## src/rtl/life_pkg.sv

```systemverilog
// Shared defaults and state encoding for the Game-of-Life generation scheduler.
package life_pkg;

  localparam int W_LOG2_DEF = 3;
  localparam int H_LOG2_DEF = 3;
  localparam int SIZE_DEF   = 1 << (W_LOG2_DEF + H_LOG2_DEF);

  localparam logic [63:0] SEED_DEF = 64'h0A30_1548_1148_1148;

  typedef enum logic [1:0] {
    IDLE,
    SCAN,
    COMMIT
  } state_t;

endpackage

```

## src/rtl/life_next_cell.sv

```systemverilog
// Combinational next-state of one cell: neighbour gather, 4-bit count and the life rule.
module life_next_cell
  import life_pkg::*;
#(
  parameter int W_LOG2 = W_LOG2_DEF,
  parameter int H_LOG2 = H_LOG2_DEF,
  parameter int WRAP   = 0,
  localparam int N     = W_LOG2 + H_LOG2,
  localparam int SIZE  = 1 << N
) (
  input  logic [SIZE-1:0] board,
  input  logic [N-1:0]    idx,
  output logic            next_cell
);

  localparam int W = 1 << W_LOG2;
  localparam int H = 1 << H_LOG2;

  logic [3:0] count;
  int         r;
  int         c;

  always_comb begin
    count = '0;
    r     = 0;
    c     = 0;
    for (int dr = -1; dr <= 1; dr++) begin
      for (int dc = -1; dc <= 1; dc++) begin
        r = int'(idx[N-1:W_LOG2]) + dr;
        c = int'(idx[W_LOG2-1:0]) + dc;
        // Truncating r/c to their field widths gives the toroidal wrap for free.
        if (!(dr == 0 && dc == 0) &&
            (WRAP != 0 || (r >= 0 && r < H && c >= 0 && c < W)))
          count = count + 4'(board[{r[H_LOG2-1:0], c[W_LOG2-1:0]}]);
      end
    end
    next_cell = (count == 4'd3) || (board[idx] && count == 4'd2);
  end

endmodule

```

## src/rtl/life_gen_scheduler.sv

```systemverilog
// Owns the committed board; paces generations from vsync or step, scans serially into a
// shadow board and commits it in one cycle so the renderer never sees a partial update.
module life_gen_scheduler
  import life_pkg::*;
#(
  parameter int W_LOG2         = W_LOG2_DEF,
  parameter int H_LOG2         = H_LOG2_DEF,
  parameter int FRAMES_PER_GEN = 60,
  parameter int WRAP           = 0,
  parameter logic [(1 << (W_LOG2 + H_LOG2))-1:0] SEED = SEED_DEF,
  localparam int N             = W_LOG2 + H_LOG2,
  localparam int SIZE          = 1 << N
) (
  input  logic            clk,
  input  logic            rst_n,
  input  logic            vsync,
  input  logic            run,
  input  logic            step,
  input  logic            clear,
  input  logic            reseed,
  input  logic [N-1:0]    rd_idx,
  output logic            rd_cell,
  output logic [SIZE-1:0] board,
  output logic            busy,
  output logic            gen_done,
  output logic [15:0]     gen_count
);

  localparam logic [15:0] FCNT_LAST = 16'(FRAMES_PER_GEN - 1);

  state_t          state;
  logic            vsync_q;
  logic [15:0]     fcnt;
  logic [N-1:0]    idx;
  logic [SIZE-1:0] next_board;
  logic            next_cell;
  logic            tick;
  logic            frame_ok;
  logic            trigger;

  assign tick     = vsync & ~vsync_q;
  assign frame_ok = tick && run && (state == IDLE);
  assign trigger  = frame_ok && (fcnt == FCNT_LAST);
  assign rd_cell  = board[rd_idx];

  life_next_cell #(
    .W_LOG2 (W_LOG2),
    .H_LOG2 (H_LOG2),
    .WRAP   (WRAP)
  ) u_next_cell (
    .board     (board),
    .idx       (idx),
    .next_cell (next_cell)
  );

  always_ff @(posedge clk or negedge rst_n) begin
    if (!rst_n) begin
      state      <= IDLE;
      vsync_q    <= 1'b0;
      fcnt       <= '0;
      idx        <= '0;
      next_board <= '0;
      board      <= SEED;
      busy       <= 1'b0;
      gen_done   <= 1'b0;
      gen_count  <= '0;
    end else begin
      vsync_q  <= vsync;
      gen_done <= 1'b0;
      if (frame_ok)
        fcnt <= trigger ? 16'd0 : fcnt + 16'd1;

      // clear/reseed win over everything and abort any scan without committing.
      if (clear) begin
        board <= '0;
        state <= IDLE;
        busy  <= 1'b0;
      end else if (reseed) begin
        board <= SEED;
        state <= IDLE;
        busy  <= 1'b0;
      end else begin
        case (state)
          IDLE: begin
            if (step || trigger) begin
              idx   <= '0;
              state <= SCAN;
              busy  <= 1'b1;
            end
          end
          SCAN: begin
            next_board[idx] <= next_cell;
            if (idx == '1) state <= COMMIT;
            else           idx   <= idx + 1'b1;
          end
          COMMIT: begin
            board     <= next_board;
            gen_count <= gen_count + 16'd1;
            gen_done  <= 1'b1;
            busy      <= 1'b0;
            state     <= IDLE;
          end
          default: state <= IDLE;
        endcase
      end
    end
  end

endmodule

```

## config.mk

```make
export PLATFORM = sky130hd
export DESIGN_NAME = life_gen_scheduler
export DESIGN_NICKNAME = d
export VERILOG_FILES = /design/src/rtl/life_pkg.sv /design/src/rtl/life_next_cell.sv /design/src/rtl/life_gen_scheduler.sv
export SDC_FILE = /design/constraint.sdc
export NUM_CORES = 1
export LEC_CHECK = 0
export CAP_MARGIN = 0
export CORE_ASPECT_RATIO = 1.4
export CORE_MARGIN = 4
export CORE_UTILIZATION = 50
export CTS_CLUSTER_SIZE = 12
export DETAILED_ROUTE_END_ITERATION = 8
export HOLD_SLACK_MARGIN = 0.06
export PLACE_DENSITY_LB_ADDON = 0.1
export SKIP_LAST_GASP = 1
export SLEW_MARGIN = 15
export SYNTH_ARGS = -nofsm -noshare
export SYNTH_HDL_FRONTEND = slang
export SYNTH_SLANG_ARGS = --single-unit
```

## constraint.sdc

```tcl
create_clock -name clk -period 23.1 [get_ports clk]
set_input_delay 2.31 -clock clk [delete_from_list [all_inputs] [get_ports clk]]
set_output_delay 2.31 -clock clk [all_outputs]
set_load 0.05 [all_outputs]
```

Word level (Yosys, flattened, before mapping)
Cells that the tools add are included.
Widths: inputs -> output; s select.
{"block": "word_totals", "register_bits": 171, "out_inout_bits": 83, "word_cells": 145}
{"block": "classes", "n_addsub": 14, "magnitude_cmp": 23, "eq_ne": 10, "muxes": 50, "bitwise_logic": 4, "n_reduce_logical": 35}
{"op": "$mux 64", "n": 3}
{"op": "$ge 32x1->1 const B", "n": 4}
{"op": "$lt 32x5->1 const B", "n": 4}
{"op": "$lt 6x7->1 const B", "n": 10}
{"op": "$bwmux 64", "n": 1}
{"op": "$bmux 1 s6", "n": 10}
{"op": "$add 16x1->16 const B", "n": 2}
{"op": "$add 4x1->4", "n": 7}
{"op": "$mux 4", "n": 7}
{"op": "$logic_and 1x1->1", "n": 24}
{"op": "$mux 1", "n": 18}
{"op": "$eq 16x6->1 const B", "n": 1}
{"op": "$mux 16", "n": 1}
{"op": "$mux 6", "n": 2}
{"op": "$pmux 6 s2", "n": 1}
{"op": "$add 4x1->5 const B", "n": 2}
{"op": "$add 3x1->4 const B", "n": 2}
{"op": "$eq 4x2->1 const B", "n": 2}
{"op": "$lt 3x4->1 const B", "n": 2}
{"op": "$mux 2", "n": 4}
{"op": "$add 6x1->6 const B", "n": 1}
{"op": "$demux 1 s6", "n": 1}
{"op": "$eq 6x6->1 const B", "n": 1}
{"op": "$ge 3x1->1 const B", "n": 2}
{"op": "other kinds (19)", "n": 24}

Depth between registers and ports, before layout
Gate-level depths: netlist (run 1).
{"block": "depth", "ltp_word": 24, "mapped_depth": 37}

Cells and area by module
A second synthesis (run 1) with hierarchy kept.
{"block": "unflattened", "cells_unflattened": 945, "hier_area_um2": 10647.7}
{"mod": "life_gen_scheduler", "instances": 1, "cells_each": 637, "area_per_inst_um2": 7706.1, "seq_area_each_um2": 4300.4}
{"mod": "life_next_cell", "instances": 1, "cells_each": 308, "area_per_inst_um2": 2941.6, "seq_area_each_um2": 0.0}

Worst setup path before layout (run 1)
No wires, ideal clock.
{"block": "synth_timing", "path_type": "reg-to-reg", "start": "reg idx[0]", "end": "reg next_board[50]", "setup_ns": 0.110, "t_arrival_ns": 7.736, "slack_ns": 15.253, "stages_incl_launch_ff": 38, "n_path_buf": 5, "synth_period_minus_slack_ns": 7.847, "path_cell_list": "dfrtp_1 -> buf_2 -> buf_2 -> inv_1 -> ha_1 -> ha_1 -> buf_1 -> mux4_2 -> nor2_1 -> a21oi_1 -> mux4_2 -> and3_1 -> ha_1 -> and2_1 -> ha_1 -> mux2i_1 -> nor2_1 -> ha_1 -> [... 2 more ...] -> ha_1 -> ha_1 -> nor2_1 -> a31oi_1 -> ha_1 -> a221o_1 -> ha_1 -> nand2_1 -> nand2_1 -> ha_1 -> nand2_1 -> xnor2_1 -> xnor2_1 -> a32oi_1 -> a21o_1 -> buf_2 -> clkbuf_1 -> o41ai_1"}
{"block": "synth_via", "elab_chain_cells": 23}
{"element": "start: declaration", "line": "life_gen_scheduler.sv:34", "source": "logic [N-1:0] idx;"}
{"element": "start signal: assignment", "line": "life_gen_scheduler.sv:94", "source": "else idx <= idx + 1'b1;"}
{"element": "$add 4x1->5", "line": "life_next_cell.sv:30", "source": "c = int'(idx[W_LOG2-1:0]) + dc;"}
{"element": "$ge 32x1->1", "line": "life_next_cell.sv:33", "source": "(WRAP != 0 || (r >= 0 && r < H && c >= 0 && c < W)))"}
{"element": "$logic_and 1x1->1 (2 in a row)", "line": "life_next_cell.sv:33"}
{"element": "$mux 1", "line": "life_next_cell.sv:32", "source": "if (!(dr == 0 && dc == 0) &&"}
{"element": "$add 4x1->4", "line": "life_next_cell.sv:34", "source": "count = count + 4'(board[{r[H_LOG2-1:0], c[W_LOG2-1:0]}]);"}
{"element": "$mux 4", "line": "life_next_cell.sv:32"}
{"element": "$add 4x1->4", "line": "life_next_cell.sv:34"}
{"element": "$mux 4", "line": "life_next_cell.sv:32"}
{"element": "[... 6 more ...]"}
{"element": "$add 4x1->4", "line": "life_next_cell.sv:34"}
{"element": "$mux 4", "line": "life_next_cell.sv:32"}
{"element": "$add 4x1->4", "line": "life_next_cell.sv:34"}
{"element": "$mux 4", "line": "life_next_cell.sv:32"}
{"element": "$eq 4x2->1", "line": "life_next_cell.sv:37", "source": "next_cell = (count == 4'd3) || (board[idx] && count == 4'd2);"}
{"element": "$logic_and 1x1->1", "line": "life_next_cell.sv:37"}
{"element": "$logic_or 1x1->1", "line": "life_next_cell.sv:37"}
{"element": "$bwmux 64 *", "line": "life_gen_scheduler.sv:92", "source": "next_board[idx] <= next_cell;"}
{"element": "end signal: indexed assignment", "line": "life_gen_scheduler.sv:92"}
{"element": "end: declaration", "line": "life_gen_scheduler.sv:35", "source": "logic [SIZE-1:0] next_board;"}
Every way passes the cells marked *; elsewhere a longest branch is shown, timed or not. The select of a mux whose other input is x is not followed.
A chain may end at the register's enable or synchronous reset.

Final worst setup path (run 1)
{"block": "layout_timing", "start": "reg idx[1]", "end": "reg next_board[15]"}
The elaborated chain is that of the path after synthesis.

==> results of run 1 <==
==> cell families after synthesis <==
logic type,Yosys count,share of synthesized area
XOR/XNOR,35,0.0319
AO/OA/AOI/OAI,274,0.198
flip-flops,171,0.437
multiplexers,100,0.167
buffers and inverters,98,0.0408
AND/OR/NAND/NOR,206,0.0973
adder cells (fa/ha/maj),22,0.0280
==> metal layers <==
| metal | up-vias | part of all wire | track usage |
|---|---|---|---|
| met5 | - | 0 | 0 |
| li1 | 3590 | - | - |
| met4 | 0 | 0.036 | 0.108 |
| met2 | 334 | 0.50 | 0.472 |
| met1 | 4192 | 0.41 | 0.369 |
| met3 | 63 | 0.054 | 0.0467 |
==> flip-flops by register name, indices dropped and copies added, names as in the netlist <==
signal	count
board	64
busy	1
fcnt	16
gen_count	16
gen_done	1
idx	6
next_board	64
state	2
vsync_q	1
==> metrics by stage <==
stage | cells | area (µm²) | power (mW) | worst slack, ns
3_3_place_gp | 1182 | 10900 | 0.426 | 14.73
6_report | 1214 | 11400 | 0.703 | 14.44
2_1_floorplan | 906 | 9830 | 0.394 | 15.25
5_1_grt | 1214 | 11400 | 0.728 | 13.88
3_5_place_dp | 1182 | 10900 | 0.428 | 14.56
4_1_cts | 1214 | 11400 | 0.705 | 14.53
==> worst paths after layout <==
path	from	end	slack, ns	cells after the start
max	idx[1]	next_board[15]	14.44	34
min	gen_count[15]	gen_count[15]	0.48	1
max reg2reg	idx[1]	next_board[15]	14.44	34
min reg2reg	gen_count[15]	gen_count[15]	0.48	1
max in group asynchronous	rst_n	board[16]	19.68	2
min in group asynchronous	rst_n	gen_count[6]	1.93	1
==> area by class of cell <==
| class | count | share of cell area |
|---|---|---|
| Sequential cell | 171 | 0.377 |
| Tap cell | 248 | 0.0272 |
| Inverter | 21 | 0.00690 |
| Multi-Input combinational cell | 637 | 0.451 |
| Timing Repair Buffer | 105 | 0.0895 |
| Clock buffer | 19 | 0.0379 |
| Clock inverter | 13 | 0.0113 |
==> cell usage in the layout (no fill, tap or decap), drive strengths merged, types with 20 or more instances in the layout <==
cell and count:
a21oi 20, a22o 46, clkdlybuf4s50 93, dfrtp 154
ha 22, inv 28, mux2 20, mux2i 31
mux4 49, nand2 64, nand3 23, nor2 57
o21ai 86, o22ai 25, o41ai 63, xnor2 22
==> cell usage after synthesis, types with 5 or more instances <==
| library cell | number |
|---|---|
| dfrtp_1 | 154 |
| o21ai_0 | 86 |
| nand2_1 | 64 |
| o41ai_1 | 61 |
| nor2_1 | 57 |
| mux4_2 | 49 |
| a22o_1 | 46 |
| clkbuf_1 | 42 |
| mux2i_1 | 31 |
| o22ai_1 | 25 |
| ha_1 | 22 |
| nand3_1 | 22 |
| xnor2_1 | 22 |
| a21oi_1 | 20 |
| mux2_2 | 20 |
| inv_1 | 18 |
| dfstp_2 | 17 |
| buf_1 | 16 |
| buf_2 | 15 |
| and3_1 | 12 |
| xor2_1 | 12 |
| nor3_1 | 10 |
| nand4_1 | 8 |
| nor2b_1 | 7 |
| nor4_1 | 6 |
| or3_1 | 5 |
==> worst reg2reg max path: cells and delay by family (launching register included) <==
| kind | cells | cell delay, ns |
|---|---|---|
| and+or+nand+nor | 8 | 0.78 |
| DFF | 1 | 0.33 |
| adders and majority gates | 10 | 3.14 |
| xor gates and xnor gates | 2 | 0.31 |
| AOI/OAI and AO/OA | 7 | 1.87 |
| buffers and inverters | 4 | 0.85 |
| muxes | 3 | 1.28 |
==> power by group through the flow <==
stage | clock (mW) | combinational (mW) | sequential, mW
floorplan | 0 | 0.0638 | 0.331
global placement | 0 | 0.104 | 0.322
detailed placement | 0 | 0.105 | 0.323
CTS | 0.282 | 0.106 | 0.317
global route | 0.296 | 0.114 | 0.318
finish | 0.280 | 0.106 | 0.318
==> flow_summary.yaml, run 1 <==
outcome:
  status: "finished clean"
clock_network:
  cts_tree: "done"
  postCtsSetupBuffers: 0
  numCtsBuffers: 17
  root_buffer: "clkbuf_16"
  path_clk_slew_ns: 0.07
  clockBufferDepth: 2
  htree_levels: 4
  cts_resized: 0
  clock-sinks: 171
  hold_buffers: 0
  worstSkewPairLatency_ns: 0.44
layout:
  fin_nets: 988
  multi_input_comb_area_mm2: 0.00515
  area_growth_pct: 16.1
  fillers: 1626
  regArea_mm2: 0.00430
  antennaDiodeCount: 0
  drive_gt1_frac: 0.148
  final_core_util: 0.592
worst_setup_path:
  cpPeakStageDelay_ns: 0.62
  required_ns: 23.41
  cp_top_family: "adder cells"
  path_common_cell: "ha_1"
  crit_path_top_delay_cell: "ha_1"
  startpoint_type: "flop"
  crit_type: "flop to flop"
  end_kind: "flop"
  path_buf_inv: 4
  cp_max_fo: 64
  crit_arrival_ns: 8.97
power_and_ir_drop:
  irDropWorstVdd_v: 0.0000453
  p_leak_nw: 4.73
  seqPwrFrac: 0.452
  p_int_uw: 493
  switching_share: 0.299
  p_per_area_mw_per_mm2: 61.5
  pwr-share-comb: 0.150
  netSwitchingPower_uw: 210
  clockPowerShare: 0.398
drt:
  routed_wl_um: 30500
  drc: 0
  avgRoutedWirePerCell_um: 25.1
  viasPerCell: 6.74
  drt_iter0_markers: 661
  dr.pass1.iters: 5
  vias: 8179
  ant_nets: 0
yosys:
  yosysTopAreaCellShare: 0.392
  yosysWarnings: 0
  synth.area.top_cells: "dfrtp_1 39%, mux4_2 11%, o41ai_1 5.4%"
  synth_nets: 941
  syn-cell-area_mm2: 0.00983
  synth_edf_count: 0
  async_flop_share: 1.00
  ys.flop_type: "dfrtp_1"
  synth_top_area_cell: "dfrtp_1"
  synth.ff_latch_count: 171
  synthCells: 906
  synth_seq_area_share: 0.437
  ys_types: 58
  synth_area_per_cell_um2: 10.9
timing:
  rsz0062_at_grt: "no"
  max_freq_ghz: 0.115
  min_period_ns: 8.66
  skew_ns: 0.0117
  setup_viol: 0
  worst_hold_slack_ns: 0.479
  hold_violations: 0
  maxSlewViolCount: 0
  max_slew_margin: 0.283
  period_share: 0.375
  tightest_slew_ns: 1.07
  final.setup.tns_ns: 0
global_routing:
  grt_antenna_before_repair: 0
  overflow: 0
  grt_max_degree: 97
  grt_pass1_vias: 8333
  grt_pass1_wl_um: 48500
  grt_usage: 0.282
die:
  die_w_um: 127
  ios: 96
  dieArea_mm2: 0.0220
  rows: 60
  initial_utilization: 0.510
  die_h_um: 174
  coreArea_mm2: 0.0193
hold_path:
  min_path_type: "flop to flop"
placement:
  gp_congestion: 0.927
  hpwl_um: 20600
  port_buffers: 95
run:
  cap_violations: 0
Note: power is estimated with default switching activity, not from simulation.
==> run 2, diff against run 1 <==
- clock period: 23.1 -> 7.9 ns (I/O delays scaled with it)
==> flow_summary.yaml, run 2 (synthesis gave the netlist of run 1 again) <==
timing:
  setup_viol: 0
  skew_ns: 0.0156
  max_freq_ghz: 0.131
  hold_violations: 0
  period_share: 0.966
  final.setup.tns_ns: 0
  setup_ws_ns: 0.267
  min_period_ns: 7.63
  tightest_slew_ns: 1.15
  max_slew_margin: 0.231
  maxSlewViolCount: 0
run:
  cap_violations: 0
clock_network:
  numCtsBuffers: 17
  htree_levels: 4
  root_buffer: "clkbuf_16"
  clockBufferDepth: 2
  path_clk_slew_ns: 0.08
  clock-sinks: 171
  worstSkewPairLatency_ns: 0.44
  cts_tree: "done"
  hold_buffers: 0
worst_setup_path:
  startpoint_type: "flop"
  worstSetupEndpoint: "next_board[50]"
  cp_max_fo: 28
  worstReg2RegEnd: "next_board[50]"
  path_common_cell: "ha_1"
  rr_worst_depth: 32
  crit_type: "flop to flop"
  crit_start: "idx[2]"
  end_kind: "flop"
  required_ns: 8.21
  r2r_setup_slack_ns: 0.27
  regToRegStartpoint: "idx[2]"
  cpPeakStageDelay_ns: 0.86
  crit_path_top_delay_cell: "a2111oi_0"
  crit_arrival_ns: 7.94
placement:
  place_ws_ns: 0.246
  gp_congestion: 0.961
  hpwl_um: 20900
  port_buffers: 95
drt:
  dr.pass1.iters: 5
  ant_nets: 0
  viasPerCell: 6.70
  avgRoutedWirePerCell_um: 25.0
  vias: 8265
  drt_iter0_markers: 696
  routed_wl_um: 30800
  drc: 0
power_and_ir_drop:
  p_per_area_mw_per_mm2: 179
  irDropWorstVdd_v: 0.000142
  finalPower_mw: 2.09
  p_leak_nw: 4.90
global_routing:
  grt_pass1_vias: 8183
  grt_max_degree: 90
  grt_antenna_before_repair: 0
  grt_usage: 0.279
  grt_pass1_wl_um: 48000
  overflow: 0
die:
  rows: 60
  ios: 96
  dieArea_mm2: 0.0220
  coreArea_mm2: 0.0193
  die_w_um: 127
  initial_utilization: 0.510
  die_h_um: 174
outcome:
  status: "finished clean"
layout:
  antennaDiodeCount: 0
  mostFrequentLayoutCell: "dfrtp_1"
  largest_registers: "board (64), next_board (64)"
  drive_gt1_frac: 0.175
  final_cell_mix: "153 x dfrtp_1, 94 x clkdlybuf4s50_1, 86 x o21ai_0, 64 x nand2_1, 57 x nor2_1"
  area_growth_pct: 18.9
  fin_nets: 1007
hold_path:
  min_path_type: "input port to asynchronous set/reset pin"
[run 2: changes by cell type in the layout (fill, tap and decap cells not counted), moves of 2 or more]
| cell | change |
|---|---|
| clkbuf_1 | -2 |
| o41ai_1 | -8 |
| buf_6 | +2 |
| buf_4 | +15 |
| o41ai_2 | +8 |
| clkinvlp_4 | -2 |
[run 2: per-layer routing]
metal,GRT usage,part of all wire,vias to the layer above
met5,0,0,-
met4,0.112,0.033,0
met1,0.369,0.39,4221
met3,0.0443,0.058,71
li1,-,-,3630
met2,0.460,0.52,343
[run 2: power by group]
group          total (mW)  switching [mW]  leakage, nW  internal, mW
clock               0.832           0.402        0.289         0.430
sequential          0.928          0.0268         2.32         0.901
combinational       0.330           0.194         2.30         0.136
[run 2: how the worst min path moves through the flow]
| stage | slack, ns | cells past startpoint | to | startpoint |
|---|---|---|---|---|
| final | 0.40 | 1 | gen_count[6] | rst_n |
| after global routing | 0.46 | 1 | gen_count[3] | rst_n |
| after CTS | 0.43 | 1 | gen_count[3] | rst_n |
| after detailed placement | 0.47 | 1 | fcnt[15] | fcnt[15] |
| after global placement | 0.47 | 1 | gen_count[15] | gen_count[15] |
| after floorplan | 0.44 | 2 | board[2] | next_board[2] |
[run 2: area by class of cell]
type,instances,area [µm²]
inverter,21,78.8
fill,1643,7600
clock buffer,18,439
timing repair buffer,124,1210
sequential,171,4300
tap,248,310
multi-input combinational,637,5220
clock inverter,14,144
[run 2: worst max-delay path: cells and delay by family, from the launching register on]
family / cells / cell delay (ns)
flip-flops: 1 / 0.36
multiplexers: 2 / 0.66
AND/OR/NAND/NOR: 9 / 0.91
adder cells (fa/ha/maj): 8 / 2.24
XOR/XNOR: 2 / 0.27
buffers and inverters: 3 / 0.56
AO/OA/AOI/OAI: 8 / 2.48
[run 2: repair_timing]
item / 4_1_cts / 5_1_grt
buffers inserted: 0 / 2
setup endpoints to repair: 0 / 64
gates resized for setup: 0 / 12
[run 2: per-stage QoR]
step / std cells / area (µm²) / utilization / hold slack (ns)
4_1_cts: 1230 / 11600 / 0.600 / 0.434
3_3_place_gp: 1198 / 11000 / 0.570 / 0.466
2_1_floorplan: 906 / 9830 / - / 0.444
5_1_grt: 1233 / 11700 / 0.606 / 0.463
3_5_place_dp: 1198 / 11000 / 0.570 / 0.468
6_report: 1233 / 11700 / 0.606 / 0.400
==> run 3, diff against run 2 <==
- TNS_END_PERCENT: default -> 10
==> results of run 3 <==
Final layout, timing and power as in run 2 (identical DEF).
